--- src/rtl/bit_timer_frame.sv ---
// UART bit-period timer: bit_tick every k_act+1 clocks, mid-bit half_tick, and frame
// bit counting with a double-buffered divisor that only changes on bit boundaries.
module bit_timer_frame #(
    parameter int unsigned CNT_W     = 20,
    parameter int unsigned BITS_W    = 4,
    parameter int unsigned DEFAULT_K = 0
) (
    input  logic              clk,
    input  logic              reset,
    input  logic              start,
    input  logic              abort,
    input  logic [BITS_W-1:0] nbits,
    input  logic [CNT_W-1:0]  k,
    input  logic              k_load,
    output logic              busy,
    output logic              bit_tick,
    output logic              half_tick,
    output logic [BITS_W-1:0] bit_idx,
    output logic              frame_done
);

    typedef enum logic {IDLE, RUN} state_t;

    state_t            state_q;
    logic [CNT_W-1:0]  q_q;
    logic [CNT_W-1:0]  k_act_q;
    logic [CNT_W-1:0]  k_pend_q;
    logic              k_pend_vld_q;
    logic [BITS_W-1:0] bit_idx_q;
    logic [BITS_W-1:0] nbits_lat_q;

    logic running;
    logic period_end;
    logic last_bit;
    logic k_apply;

    assign running    = (state_q == RUN);
    assign period_end = running && !abort && (q_q == k_act_q);
    assign last_bit   = (bit_idx_q == nbits_lat_q - BITS_W'(1));
    // Divisor may only change between bit periods, or at any time while idle.
    assign k_apply    = !running || period_end;

    assign busy       = running;
    assign bit_tick   = period_end;
    assign half_tick  = running && !abort && (q_q == (k_act_q >> 1));
    assign frame_done = period_end && last_bit;
    assign bit_idx    = bit_idx_q;

    always_ff @(posedge clk or posedge reset) begin
        if (reset) begin
            state_q      <= IDLE;
            q_q          <= '0;
            k_act_q      <= CNT_W'(DEFAULT_K);
            k_pend_q     <= '0;
            k_pend_vld_q <= 1'b0;
            bit_idx_q    <= '0;
            nbits_lat_q  <= '0;
        end else begin
            // A load arriving on a boundary bypasses the pending slot so it is
            // visible to the very next bit, including the first bit of a frame.
            if (k_apply && k_load) begin
                k_act_q      <= k;
                k_pend_vld_q <= 1'b0;
            end else if (k_apply && k_pend_vld_q) begin
                k_act_q      <= k_pend_q;
                k_pend_vld_q <= 1'b0;
            end else if (k_load) begin
                k_pend_q     <= k;
                k_pend_vld_q <= 1'b1;
            end

            case (state_q)
                IDLE: begin
                    if (start && !abort && (nbits != '0)) begin
                        state_q     <= RUN;
                        q_q         <= '0;
                        bit_idx_q   <= '0;
                        nbits_lat_q <= nbits;
                    end
                end
                RUN: begin
                    if (abort) begin
                        state_q   <= IDLE;
                        q_q       <= '0;
                        bit_idx_q <= '0;
                    end else if (period_end) begin
                        q_q <= '0;
                        if (last_bit) begin
                            state_q   <= IDLE;
                            bit_idx_q <= '0;
                        end else begin
                            bit_idx_q <= bit_idx_q + BITS_W'(1);
                        end
                    end else begin
                        q_q <= q_q + CNT_W'(1);
                    end
                end
            endcase
        end
    end

endmodule

--- config.mk ---
export PLATFORM = sky130hd
export DESIGN_NAME = bit_timer_frame
export DESIGN_NICKNAME = d
export VERILOG_FILES = /design/src/rtl/bit_timer_frame.sv
export SDC_FILE = /design/constraint.sdc
export NUM_CORES = 1
export LEC_CHECK = 0
export ABC_AREA = 0
export BUFFER_PORTS_ARGS = -buffer_cell sky130_fd_sc_hd__buf_4
export CELL_PAD_IN_SITES_DETAIL_PLACEMENT = 1
export CELL_PAD_IN_SITES_GLOBAL_PLACEMENT = 1
export CORE_MARGIN = 2
export CORE_UTILIZATION = 30
export CTS_CLUSTER_DIAMETER = 150
export DETAILED_ROUTE_END_ITERATION = 10
export PLACE_DENSITY_LB_ADDON = 0.1
export SLEW_MARGIN = 20
export SYNTH_ARGS = -nofsm -noshare
export SYNTH_HDL_FRONTEND = slang
export SYNTH_SLANG_ARGS = --single-unit
--- constraint.sdc ---
create_clock -name clk -period 2.4 [get_ports clk]
set_input_delay 0.36 -clock clk [delete_from_list [all_inputs] [get_ports clk]]
set_output_delay 0.36 -clock clk [all_outputs]
set_load 0.05 [all_outputs]
==> out/qor.csv <==
stage,metric,value,unit
placed_design,port buffer count,36,
synthesis,area share of and/or/nand/nor cells after synthesis,14.1,%
clock_network,post-CTS clock slew at the launch and capture registers of the worst setup and hold paths,60,ps
synthesis,share of synthesized area occupied by flip-flops and latches,45.0,%
layout,area growth from synthesis to layout,32.8,%
clock_network,number of buffers on the longest clock path,2,
synthesis,complex-gate fraction of the synthesized area,13.9,%
power_and_ir_drop,leakage,2.22,nW
detailed_routing,DRC Markers,0,
detailed_routing,routed length on met3,332,um
synthesis,post-synth cell types,41,
floorplanning,area of the core region,12700,um^2
synthesis,synthesized area divided by synthesized cell count,10.2,um^2
run_status,outcome,"finished, violations left",
timing,summed negative setup slack over all endpoints,-587,ps
detailed_routing,Detail Route Antenna Nets,0,
layout,total number of nets in the final design,485,
floorplanning,Core Rows,41,
grt,wire length of the first global-routing pass,17200,um
synthesis,dominant combinational cell family by area after synthesis,simple AND/OR/NAND/NOR gates,
timing,max_slew headroom,46.6,%
timing,worst-case clock skew,5.85,ps
timing,count of endpoints failing hold in the final timing report,0,
detailed_routing,via total after detailed routing,3011,
timing,least setup slack across all paths after layout,-142,ps
synthesis,post-synthesis share of cell area spent on xor and xnor gates,13.3,%
floorplanning,y dimension of the die,118,um
grt,maximum number of pins on one net before global-route repair,41,
placed_design,total placed instance area,4620,um^2
floorplanning,I/O pin count,37,
synthesis,asr flop ratio synth,100,%
clock_network,count of hold-fix buffers inserted at cts,0,
timing,post-route clock period utilization,106,%
synthesis,Synth top cells by count,"sky130_fd_sc_hd__dfrtp_1, sky130_fd_sc_hd__xnor2_1, sky130_fd_sc_hd__inv_1",
clock_network,Skew-Pair Late Insertion Delay,340,ps
synthesis,synthesized flop and latch total,70,
synthesis,Synth Warn #,0,
critical_path,CP Capture Type,primary output,
layout,final non-filler cell total,630,
synthesis,fraction of synthesized cell area taken by the top area cell type,45.0,%
layout,Inserted Diodes,0,
placed_design,placed instance count,603,
synthesis,cell accounting for the most synthesized area,sky130_fd_sc_hd__dfrtp_1,
synthesis,Post-synth EDFFs,0,
grt,initial antenna violation count,0,
detailed_routing,met1 WL,5270,um
layout,multi-input logic area,2020,um^2
critical_path,startpoint type of the worst setup path,register,
layout,fraction of layout instances using a drive strength above 1,31.2,%
timing,Slew Limit Fails,0,
run_status,failing checks,negative setup slack,
clock_network,clock sink count,70,
synthesis,synthesized area,3900,um^2
layout,Fillers,1455,
synthesis,Post-Synth Adder-Cell Area,0.963,%
layout,area of all placed cells without fillers,5170,um^2
detailed_routing,routed len/inst,17.3,um
critical_path,type of the worst setup path,register to primary output,
placed_design,weighted congestion reported at the end of routability-driven placement,0.821,
synthesis,primary flip-flop cell chosen by synthesis mapping,sky130_fd_sc_hd__dfrtp_1,
critical_path,critical path peak fanout,3,
layout,area taken by flip-flops and latches,1750,um^2
floorplanning,die footprint,13900,um^2
grt,gr ovfl total,0,
clock_network,H-tree depth reported by CTS,3,
critical_path,slack of the worst reg-to-reg path,-50,ps
detailed_routing,violation count after the first detailed-routing iteration,69,
hold_path,Worst Hold Class,input pin to asynchronous set/reset pin,
floorplanning,die width,118,um
timing,Setup Viol. Count Final,20,
detailed_routing,post-detailed-routing wire length,10900,um
synthesis,cell types with the largest area share after synthesis,"sky130_fd_sc_hd__dfrtp_1, sky130_fd_sc_hd__xnor2_1, sky130_fd_sc_hd__a2bb2oi_2",
power_and_ir_drop,Power Dens Cells,751,nW/um^2
clock_network,library cell used as clock root buffer,sky130_fd_sc_hd__clkbuf_16,
grt,via count of the first global-routing pass,3186,
synthesis,mux share of post-synthesis cell area,6.62,%
critical_path,arrival time of data at the critical path endpoint,2180,ps
synthesis,Syn Nets,413,
detailed_routing,top sig layer,met4,
synthesis,cell count after synthesis,381,
layout,share of the core filled with cells in the final layout,40.8,%
floorplanning,initial cell density of the core,30.7,%
placed_design,Final HPWL DP,7790,um
run,maxcap violations,0,
grt,global router's overall resource usage,16.0,%
critical_path,critical path required time,2040,ps
detailed_routing,Vias per Instance,4.78,
timing,RSZ-0062 raised after global routing,yes,
timing,highest achievable clock rate,0.393,GHz
detailed_routing,met2 WL,5170,um
detailed_routing,First-pass DRT Iterations,4,
synthesis,leading cell type by number of instances after synthesis,sky130_fd_sc_hd__dfrtp_1,
timing,minimum clock period,2540,ps
power_and_ir_drop,VDD IR max,393,uV
clock_network,number of CTS-inserted buffers,9,
clock_network,CTS tree,built,
timing,Worst-Margin Slew,800,ps
-- cell type report --
type,instances,area share [%]
Inverter,33,2.39
Multi-Input combinational cell,254,39.0
Clock inverter,7,1.40
Sequential cell,70,33.9
Timing Repair Buffer,85,14.8
Clock buffer,9,4.35
Tap cell,172,4.16
-- placed cells by master (no fill, tap or decap), drive strengths merged, types with 2 or more instances in the layout --
master / instances
dfrtp: 70
and3: 3
or4: 2
xor2: 23
nand2: 13
o21ai: 27
nand4: 10
clkbuf: 13
a2bb2oi: 19
xnor2: 36
nor2: 21
a22o: 2
inv: 34
or3: 5
a21oi: 5
nand3: 32
nor4: 6
clkinvlp: 2
mux2: 22
nor3: 9
and4: 2
ha: 3
clkinv: 3
buf: 81
-- per-layer routing --
metal	up-vias	track usage (%)
met5	-	0
met4	0	3.92
met3	9	4.80
met2	34	25.7
met1	1512	21.2
li1	1456	-
-- kinds of logic (layout without fill, tap and decap cells) --
logic type / Yosys count / in the layout
and+or+nand+nor: 107 / 107
muxes: 23 / 23
DFF: 70 / 70
AOI/OAI and AO/OA: 62 / 62
xor gates and xnor gates: 59 / 59
buffers and inverters: 57 / 134
adders and majority gates: 3 / 3
-- worst max-delay path, stage by stage, from the launching register on --
cell	delay, ps
sky130_fd_sc_hd__dfrtp_1	420
sky130_fd_sc_hd__xor2_1	170
sky130_fd_sc_hd__nor4_2	270
sky130_fd_sc_hd__buf_4	170
sky130_fd_sc_hd__nand3_2	80
sky130_fd_sc_hd__or3_4	380
sky130_fd_sc_hd__nor3_2	180
sky130_fd_sc_hd__buf_6	180
-- state kept, by name, summed over array words and instances, names as in the netlist --
signal,cells
bit_idx,4
k_pend_q,20
q_q,20
k_pend_vld_q,1
nbits_lat_q,4
busy,1
k_act_q,20
-- through the flow --
stage | hold WS (ps) | power, mW | setup WS, ps
6_report | 49.7 | 3.88 | -142
5_1_grt | 87.3 | 4.10 | -222
4_1_cts | 55.5 | 3.85 | -150
3_5_place_dp | 432 | 2.45 | -245
3_3_place_gp | 427 | 2.41 | -196
2_1_floorplan | 464 | 2.13 | -114
-- repair_timing --
action                                  CTS  global route
resized for setup                         8            15
gates cloned                              0             5
pin swaps                                 7             3
endpoints found under the setup margin   43            29
setup buffers                             4             2
-- path summary, 6_finish.rpt --
path | start | to | cells past startpoint
max reg2reg | q_q[11] | k_pend_q[8] | 9
max in group asynchronous | reset | k_pend_q[6] | 3
max | q_q[11] | frame_done | 7
min | reset | k_pend_q[17] | 2
min reg2reg | k_pend_q[14] | k_pend_q[14] | 1
min in group clk | nbits[0] | nbits_lat_q[0] | 3
-- power by group --
group | leakage (nW) | internal (mW) | switching, mW | total [mW]
sequential | 0.865 | 1.38 | 0.179 | 1.56
clock | 0.142 | 0.806 | 0.553 | 1.36
combinational | 1.21 | 0.536 | 0.434 | 0.970
total | 2.22 | 2.72 | 1.17 | 3.88
Power figures use the tool's default switching activity.
